### src/rtl/vga_timing_gen.sv
// Parametrised raster timing generator: lead counters (fetch position), a pixel-enabled
// delay pipeline, and registered DAC/sync/strobe outputs trailing fetch by LOOKAHEAD+1 ticks.
module vga_timing_gen #(
    parameter int W         = 11,
    parameter int H_ACTIVE  = 640,
    parameter int H_FP      = 16,
    parameter int H_SYNC    = 96,
    parameter int H_BP      = 48,
    parameter int V_ACTIVE  = 480,
    parameter int V_FP      = 10,
    parameter int V_SYNC    = 2,
    parameter int V_BP      = 33,
    parameter int HS_POL    = 0,
    parameter int VS_POL    = 0,
    parameter int LOOKAHEAD = 2
) (
    input  logic         clk,
    input  logic         rst,
    input  logic         pix_ce,
    output logic [W-1:0] fetch_x,
    output logic [W-1:0] fetch_y,
    output logic [W-1:0] pixelx,
    output logic [W-1:0] pixely,
    output logic         hsync,
    output logic         vsync,
    output logic         blank,
    output logic         sync,
    output logic         line_start,
    output logic         frame_start,
    output logic         in_vblank
);

    localparam int H_TOTAL = H_ACTIVE + H_FP + H_SYNC + H_BP;
    localparam int V_TOTAL = V_ACTIVE + V_FP + V_SYNC + V_BP;

    if (H_TOTAL > 2**W) begin : g_bad_h_total
        $error("vga_timing_gen: H_TOTAL does not fit in W bits");
    end
    if (V_TOTAL > 2**W) begin : g_bad_v_total
        $error("vga_timing_gen: V_TOTAL does not fit in W bits");
    end
    if (LOOKAHEAD < 0 || LOOKAHEAD > 7) begin : g_bad_lookahead
        $error("vga_timing_gen: LOOKAHEAD must be within 0..7");
    end

    localparam logic [W-1:0] H_LAST   = W'(H_TOTAL - 1);
    localparam logic [W-1:0] V_LAST   = W'(V_TOTAL - 1);
    // One extra bit so boundaries equal to 2**W still compare correctly.
    localparam logic [W:0]   H_ACT_L  = (W+1)'(H_ACTIVE);
    localparam logic [W:0]   HS_BEG_L = (W+1)'(H_ACTIVE + H_FP);
    localparam logic [W:0]   HS_END_L = (W+1)'(H_ACTIVE + H_FP + H_SYNC);
    localparam logic [W:0]   V_ACT_L  = (W+1)'(V_ACTIVE);
    localparam logic [W:0]   VS_BEG_L = (W+1)'(V_ACTIVE + V_FP);
    localparam logic [W:0]   VS_END_L = (W+1)'(V_ACTIVE + V_FP + V_SYNC);
    localparam logic         HS_ON    = logic'(HS_POL != 0);
    localparam logic         VS_ON    = logic'(VS_POL != 0);

    // valid distinguishes real positions from the cleared post-reset stages.
    typedef struct packed {
        logic         valid;
        logic [W-1:0] x;
        logic [W-1:0] y;
        logic         vis;
        logic         hs;
        logic         vs;
    } stage_t;

    logic [W-1:0] hx_q, hx_d;
    logic [W-1:0] hy_q, hy_d;

    always_comb begin
        hx_d = hx_q;
        hy_d = hy_q;
        if (pix_ce) begin
            if (hx_q == H_LAST) begin
                hx_d = '0;
                hy_d = (hy_q == V_LAST) ? '0 : hy_q + W'(1);
            end else begin
                hx_d = hx_q + W'(1);
            end
        end
    end

    always_ff @(posedge clk or negedge rst) begin
        if (!rst) begin
            hx_q <= '0;
            hy_q <= '0;
        end else begin
            hx_q <= hx_d;
            hy_q <= hy_d;
        end
    end

    assign fetch_x = hx_q;
    assign fetch_y = hy_q;

    stage_t lead_s;
    stage_t tail_s;

    always_comb begin
        lead_s       = '0;
        lead_s.valid = 1'b1;
        lead_s.x     = hx_q;
        lead_s.y     = hy_q;
        lead_s.vis   = ({1'b0, hx_q} < H_ACT_L) && ({1'b0, hy_q} < V_ACT_L);
        lead_s.hs    = ({1'b0, hx_q} >= HS_BEG_L) && ({1'b0, hx_q} < HS_END_L);
        lead_s.vs    = ({1'b0, hy_q} >= VS_BEG_L) && ({1'b0, hy_q} < VS_END_L);
    end

    if (LOOKAHEAD == 0) begin : g_no_pipe
        assign tail_s = lead_s;
    end else begin : g_pipe
        stage_t pipe_q [LOOKAHEAD];
        stage_t pipe_d [LOOKAHEAD];

        always_comb begin
            for (int i = 0; i < LOOKAHEAD; i++) begin
                pipe_d[i] = pipe_q[i];
            end
            if (pix_ce) begin
                pipe_d[0] = lead_s;
                for (int i = 1; i < LOOKAHEAD; i++) begin
                    pipe_d[i] = pipe_q[i-1];
                end
            end
        end

        always_ff @(posedge clk or negedge rst) begin
            if (!rst) begin
                for (int i = 0; i < LOOKAHEAD; i++) begin
                    pipe_q[i] <= '0;
                end
            end else begin
                for (int i = 0; i < LOOKAHEAD; i++) begin
                    pipe_q[i] <= pipe_d[i];
                end
            end
        end

        assign tail_s = pipe_q[LOOKAHEAD-1];
    end

    logic [W-1:0] pixelx_q, pixelx_d;
    logic [W-1:0] pixely_q, pixely_d;
    logic         hsync_q, hsync_d;
    logic         vsync_q, vsync_d;
    logic         blank_q, blank_d;
    logic         line_start_q, line_start_d;
    logic         frame_start_q, frame_start_d;
    logic         in_vblank_q, in_vblank_d;

    always_comb begin
        pixelx_d      = pixelx_q;
        pixely_d      = pixely_q;
        hsync_d       = hsync_q;
        vsync_d       = vsync_q;
        blank_d       = blank_q;
        line_start_d  = line_start_q;
        frame_start_d = frame_start_q;
        in_vblank_d   = in_vblank_q;
        if (pix_ce) begin
            pixelx_d      = tail_s.x;
            pixely_d      = tail_s.y;
            hsync_d       = tail_s.hs ? HS_ON : ~HS_ON;
            vsync_d       = tail_s.vs ? VS_ON : ~VS_ON;
            blank_d       = tail_s.vis;
            line_start_d  = tail_s.valid && (tail_s.x == '0);
            frame_start_d = tail_s.valid && (tail_s.x == '0) && (tail_s.y == '0);
            in_vblank_d   = tail_s.valid && ({1'b0, tail_s.y} >= V_ACT_L);
        end
    end

    always_ff @(posedge clk or negedge rst) begin
        if (!rst) begin
            pixelx_q      <= '0;
            pixely_q      <= '0;
            hsync_q       <= ~HS_ON;
            vsync_q       <= ~VS_ON;
            blank_q       <= 1'b0;
            line_start_q  <= 1'b0;
            frame_start_q <= 1'b0;
            in_vblank_q   <= 1'b0;
        end else begin
            pixelx_q      <= pixelx_d;
            pixely_q      <= pixely_d;
            hsync_q       <= hsync_d;
            vsync_q       <= vsync_d;
            blank_q       <= blank_d;
            line_start_q  <= line_start_d;
            frame_start_q <= frame_start_d;
            in_vblank_q   <= in_vblank_d;
        end
    end

    assign pixelx      = pixelx_q;
    assign pixely      = pixely_q;
    assign hsync       = hsync_q;
    assign vsync       = vsync_q;
    assign blank       = blank_q;
    assign sync        = 1'b1;
    assign line_start  = line_start_q;
    assign frame_start = frame_start_q;
    assign in_vblank   = in_vblank_q;

endmodule
### config.mk
export PLATFORM = sky130hd
export DESIGN_NAME = vga_timing_gen
export DESIGN_NICKNAME = d
export VERILOG_FILES = /design/src/rtl/vga_timing_gen.sv
export SDC_FILE = /design/constraint.sdc
export NUM_CORES = 1
export LEC_CHECK = 0
export ABC_AREA = 1
export BUFFER_PORTS_ARGS = -buffer_cell sky130_fd_sc_hd__buf_2
export CAP_MARGIN = 40
export CORE_UTILIZATION = 40
export DETAILED_ROUTE_END_ITERATION = 12
export PLACE_DENSITY_LB_ADDON = 0.1
export SLEW_MARGIN = 10
export SYNTH_ARGS = -nofsm -noshare
export SYNTH_HDL_FRONTEND = slang
export SYNTH_SLANG_ARGS = --single-unit
### constraint.sdc
create_clock -name clk -period 1.25 [get_ports clk]
set_input_delay 0.0625 -clock clk [delete_from_list [all_inputs] [get_ports clk]]
set_output_delay 0.0625 -clock clk [all_outputs]
set_load 0.02 [all_outputs]
==> flow_metrics.env, run 1 <==
export IMPL_die_h_um=109
export IMPL_syn_nets=540
export IMPL_route_detailed_drc=0
export IMPL_first_pass_iters=4
export IMPL_rrSetupSlack_ns=-0.07
export IMPL_insertion_delay_ns=0.35
export IMPL_grt_max_degree=53
export IMPL_coreArea_sq_um=11000
export IMPL_cp_data_required_time_ns=1.53
export IMPL_cts_made_buffers=9
export IMPL_wl_per_cell_um=13.3
export IMPL_maxSlewViolCount=0
export IMPL_grt_pass1_wl_um=16500
export IMPL_wl_um=9960
export IMPL_ctsHtreeMaxLevel=3
export IMPL_maxCapViolCount=0
export IMPL_antenna_found_initial=0
export IMPL_placement_rows=38
export IMPL_grt_usage=0.181
export IMPL_postPlaceCellArea_sq_um=5100
export IMPL_clock_skew_ns=0.0123
export IMPL_antenna_left=0
export IMPL_hold_class="primary input to register"
export IMPL_grt_pass1_vias=3400
export IMPL_power_leakage_nw=2.85
export IMPL_design_area_sq_um=5570
export IMPL_crit_path_end_kind="register"
export IMPL_violations="negative setup slack"
export IMPL_areaGrowthSynthToFinish_pct=22.1
export IMPL_avgSynthCellArea_sq_um=8.54
export IMPL_yosys_top_cells_area="dfrtp_1 (55%), nand2_1 (14%), o21ai_0 (6.6%), buf_4 (4.1%), inv_1 (4.1%)"
export IMPL_ys_ff_latch=102
export IMPL_syn_inst=534
export IMPL_num_vias=3525
export IMPL_peakVddDrop_uv=838
export IMPL_fin_nets=608
export IMPL_cts_sinks=102
export IMPL_mostFrequentLayoutCells="nand2_1 (175), dfrtp_1 (97), o21ai_0 (60)"
export IMPL_io_buffers=52
export IMPL_layout_drive_gt1_share=0.249
export IMPL_synth_seq_area_share=0.560
export IMPL_clk_pin_slew_worst_paths_ns=0.07
export IMPL_drt_iter0_drc=175
export IMPL_cts_root_buf="clkbuf_16"
export IMPL_ys_types=31
export IMPL_hold_viol=0
export IMPL_via_per_inst=4.72
export IMPL_timing_final_crit_period_ns=1.32
export IMPL_power_density_nw_per_um2=1490
export IMPL_synth_top_area_cell="dfrtp_1"
export IMPL_grt_overflow=0
export IMPL_path_max_fanout=12
export IMPL_fin_util=0.507
export IMPL_start_util=0.415
export IMPL_fp_dieW_um=109
export IMPL_fp_dieArea_sq_um=11800
export IMPL_synth_area_sq_um=4560
export IMPL_arrival_ns=1.60
export IMPL_cts_tree="yes"
export IMPL_crit_type="register to register"
export IMPL_synth_top_area_frac=0.549
export IMPL_cp_start_kind="register"
export IMPL_final_setup_viol_count=12
export IMPL_ios=54
export IMPL_fmaxAchievable_mhz=758
export IMPL_dp_hpwl_um=6980
export IMPL_fin_ws_ns=-0.0688
export IMPL_min_period_over_period=1.06
export IMPL_cts_path_max_buffers=2
export IMPL_rsz0062_at_grt="yes"
export IMPL_yosys_warnings=0
export IMPL_diodes=0
export IMPL_gp_congestion=0.852
export IMPL_status="complete, but fails checks"
export IMPL_final_common_cell="nand2_1"
==> kinds of logic (layout without fill, tap and decap cells) <==
kind of cell	after synthesis	in the layout	synth area share
and+or+nand+nor	254	254	0.233
DFF	102	102	0.560
xor gates and xnor gates	6	6	0.0115
adders and majority gates	3	3	0.00823
AOI/OAI and AO/OA	72	72	0.0820
other	1	1	0.000822
buffers and inverters	96	169	0.105
==> stage by stage <==
| step | setup TNS (ns) | hold slack (ns) | power, mW | cells | setup WS (ns) |
|---|---|---|---|---|---|
| 6_report | -0.469 | 0.132 | 8.29 | 747 | -0.0688 |
| 3_5_place_dp | -1.78 | 0.0391 | 5.48 | 726 | -0.187 |
| 2_1_floorplan | -0.503 | -0.233 | 4.90 | 534 | -0.0610 |
| 4_1_cts | -0.661 | 0.104 | 8.25 | 747 | -0.0936 |
| 5_1_grt | -1.66 | 0.149 | 8.73 | 747 | -0.163 |
| 3_3_place_gp | -1.14 | 0.0381 | 5.44 | 726 | -0.137 |
==> worst paths after layout <==
check | start | to | cells after the start
max | fetch_x[0] | fetch_y[1] | 8
min | pix_ce | g_pipe.pipe_q[43] | 3
max reg2reg | fetch_x[0] | fetch_y[1] | 8
min reg2reg | g_pipe.pipe_q[0] | vsync | 1
max in group asynchronous | rst | fetch_x[2] | 3
min in group asynchronous | rst | g_pipe.pipe_q[5] | 2
==> synthesized netlist by cell type <==
master and instances:
o31ai_1 1, nand2_1 175, clkbuf_1 6, buf_2 12
a31oi_1 1, nor2_4 2, nand4_1 6, conb_1 1
a41oi_1 1, buf_4 25, nand3_1 25, o21ai_1 4
nand2_2 1, inv_2 2, dfstp_2 2, xor2_1 6
nor2_2 3, nor3b_1 1, inv_1 50, ha_1 3
nor2_1 30, a21oi_1 3, nand3_2 1, a22oi_1 1
o22a_1 1, nor3_1 8, dfrtp_1 100, o21ai_0 60
or2_2 1, nand3_4 1, buf_6 1
==> final cells by class <==
| class | instances | area, sq um |
|---|---|---|
| repair buffers | 101 | 696 |
| fillers | 1057 | 5410 |
| multi-input cells | 336 | 1660 |
| well taps | 140 | 175 |
| inverters | 52 | 195 |
| clock buffers | 10 | 229 |
| flip-flops and latches | 102 | 2560 |
| clock inverters | 6 | 55.1 |
==> critical path, cell delays in order (launching register included) <==
cell and delay, ns:
dfrtp_1 0.40, ha_4 0.18, nand3_4 0.09, nor2_4 0.14
nand3_4 0.10, buf_12 0.16, nor2_4 0.08, nand2_1 0.06
nand2_1 0.06
==> state kept, by name, indices dropped and copies added (netlist names), 11 cells and up <==
register / cells
g_pipe.pipe_q: 52
fetch_x: 11
fetch_y: 11
pixelx: 11
pixely: 11
==> per-layer routing <==
metal | routed length (um) | global-route usage
met5 | 0 | 0
met4 | 116 | 0.0550
met3 | 262 | 0.0281
met2 | 4430 | 0.279
met1 | 5140 | 0.262
==> repair_timing <==
action | 4_1_cts | 5_1_grt
endpoints found under the setup margin | 16 | 21
pin swaps | 2 | 8
endpoints found under the hold margin | 26 | 0
buffers inserted | 4 | 1
hold buffers | 1 | 0
resized for setup | 8 | 25
==> report_power, final <==
group	internal [mW]	total, mW	switching, mW
clock network	1.39	2.71	1.31
registers	3.66	3.94	0.279
logic	0.638	1.64	1.01
total	5.69	8.29	2.60
(Power assumes the default switching activity.)
==> run 2, diff against run 1 <==
--- a/config.mk
+++ b/config.mk
@@ -10,6 +10,7 @@
 export CAP_MARGIN = 40
 export CORE_UTILIZATION = 40
 export DETAILED_ROUTE_END_ITERATION = 12
+export HOLD_SLACK_MARGIN = 0.05
 export PLACE_DENSITY_LB_ADDON = 0.1
 export SLEW_MARGIN = 10
 export SYNTH_ARGS = -nofsm -noshare
==> constraint.sdc (replaced) <==
create_clock -name clk -period 1.1 [get_ports clk]
set_input_delay 0.055 -clock clk [delete_from_list [all_inputs] [get_ports clk]]
set_output_delay 0.055 -clock clk [all_outputs]
set_load 0.02 [all_outputs]
==> run 2 against run 1 <==
Compared with the run above: the flow still finishes with violations (negative setup slack); sequential share of layout area fell by 5.5 points; combinational power rose by 68%; core utilization increased by 7.1 points; sequential cell count unchanged; fmax decreased by 5.7%; design area grew 14%; worst setup slack worse by 0.23 ns.
==> flow_metrics.env, run 2 (synthesized netlist as in run 1, its figures left out) <==
export IMPL_postPlaceCellArea_sq_um=5290
export IMPL_arrival_ns=1.63
export IMPL_grt_max_degree=74
export IMPL_num_vias=3825
export IMPL_min_period_over_period=1.27
export IMPL_antenna_left=0
export IMPL_fin_util=0.578
export IMPL_start_util=0.415
export IMPL_hold_viol=0
export IMPL_grt_overflow=0
export IMPL_mostFrequentLayoutCells="nand2_1 (160), dfrtp_1 (91), buf_4 (69)"
export IMPL_largest_reg_flops=52
export IMPL_clock_skew_ns=0.00313
export IMPL_max_stage_delay_ns=0.42
export IMPL_maxCapViolCount=0
export IMPL_regMostFlops="g_pipe.pipe_q"
export IMPL_ctsHtreeMaxLevel=3
export IMPL_worst_path_max_delay_cell="dfrtp_1"
export IMPL_r2r_cells=7
export IMPL_reg2reg_to="fetch_x[4]"
export IMPL_hold_class="primary input to register"
export IMPL_gp_congestion=0.815
export IMPL_cts_tree="yes"
export IMPL_design_area_sq_um=6340
export IMPL_diodes=0
export IMPL_fp_dieArea_sq_um=11800
export IMPL_coreArea_sq_um=11000
export IMPL_cp_data_required_time_ns=1.33
export IMPL_fp_dieW_um=109
export IMPL_io_buffers=52
export IMPL_layout_drive_gt1_share=0.356
export IMPL_die_h_um=109
export IMPL_cpMostUsedCell="buf_4"
export IMPL_rrSetupSlack_ns=-0.30
export IMPL_cts_path_max_buffers=2
export IMPL_final_setup_viol_count=36
export IMPL_clk_pin_slew_worst_paths_ns=0.07
export IMPL_placement_rows=38
export IMPL_crit_buf_inv=3
export IMPL_drt_iter0_drc=220
export IMPL_fmaxAchievable_mhz=715
export IMPL_crit_chain="ha_4, buf_4, buf_6, nand2_4, nor2_4, buf_4, o22a_1"
export IMPL_cts_made_buffers=9
export IMPL_insertion_delay_ns=0.34
export IMPL_antenna_found_initial=0
export IMPL_pre_cts_slack_ns=-0.356
export IMPL_r2r_start="fetch_x[1]"
export IMPL_crit_type="register to register"
export IMPL_maxSlewViolCount=0
export IMPL_peakVddDrop_uv=803
export IMPL_cts_root_buf="clkbuf_16"
export IMPL_grt_pass1_wl_um=18600
export IMPL_fin_nets=661
export IMPL_wl_um=11300
export IMPL_timing_final_crit_period_ns=1.40
export IMPL_path_max_fanout=3
export IMPL_grt_usage=0.207
export IMPL_power_leakage_nw=3.18
export IMPL_rsz0062_at_grt="yes"
export IMPL_power_density_nw_per_um2=1640
export IMPL_worstHoldEndpoint="blank"
export IMPL_violations="negative setup slack"
export IMPL_wl_per_cell_um=14.2
export IMPL_power_mw=10.4
export IMPL_dp_hpwl_um=7130
export IMPL_fin_ws_ns=-0.298
export IMPL_holdPathStages=3
export IMPL_setup_tns_final_ns=-5.88
export IMPL_first_pass_iters=4
export IMPL_status="complete, but fails checks"
export IMPL_route_detailed_drc=0
export IMPL_cts_sinks=102
export IMPL_ios=54
export IMPL_final_common_cell="nand2_1"
export IMPL_areaGrowthSynthToFinish_pct=39.1
export IMPL_crit_family="flip-flops"
export IMPL_crit_path_end_kind="register"
export IMPL_via_per_inst=4.79
export IMPL_cp_start_kind="register"
export IMPL_grt_pass1_vias=3778
export IMPL_holdCritStartpoint="pix_ce"
[run 2: where the power goes]
| group | switching [mW] | leakage [nW] | internal [mW] | total [mW] |
|---|---|---|---|---|
| clock | 1.38 | 0.144 | 1.80 | 3.18 |
| sequential | 0.327 | 1.32 | 4.16 | 4.49 |
| combinational | 1.43 | 1.72 | 1.33 | 2.76 |
[run 2: worst min-delay path, delay by kind of cell]
family	cells	cell delay [ns]
buffers and inverters	1	0.18
and+or+nand+nor	2	0.14
[run 2: metrics by stage]
| step | hold slack [ns] | instances |
|---|---|---|
| 3_5_place_dp | 0.116 | 752 |
| 3_3_place_gp | 0.116 | 752 |
| 4_1_cts | 0.0607 | 793 |
| 6_report | 0.0685 | 798 |
| 2_1_floorplan | -0.241 | 534 |
| 5_1_grt | 0.0744 | 798 |
[run 2: timing repair]
action	in CTS	in global routing
hold buffers	1	0
setup buffers	23	15
setup endpoints to repair	43	45
pin swaps	17	24
gates cloned	3	0
endpoints found under the hold margin	100	0
gates resized for setup	111	43
[run 2: worst max path at each step]
stage / start / to / slack (ns) / cells past startpoint
global placement: fetch_x[1] / fetch_y[10] / -0.31 / 7
finish: fetch_x[1] / fetch_x[4] / -0.30 / 7
detailed placement: fetch_x[1] / fetch_y[10] / -0.36 / 7
floorplan: fetch_x[1] / fetch_y[6] / -0.21 / 7
global route: fetch_x[1] / fetch_x[4] / -0.34 / 7
CTS: fetch_x[5] / fetch_y[8] / -0.23 / 7
[run 2: final cells by class]
type                       count  area, sq um
sequential                   102         2570
clock buffer                  10          239
fill                         988         4640
clock inverter                 4         48.8
multi-input combinational    339         1810
timing repair buffer         151         1300
inverter                      52          205
tap                          140          175
[run 2: per-layer routing]
metal  vias up  routed length (um)  track usage  part of all wire
met1      1800                5390        0.286              0.48
met5         -                   0            0                 0
met4         0                 309        0.105             0.027
met3        25                 370       0.0305             0.033
met2        92                5250        0.316              0.46
li1       1908                   -            -                 -
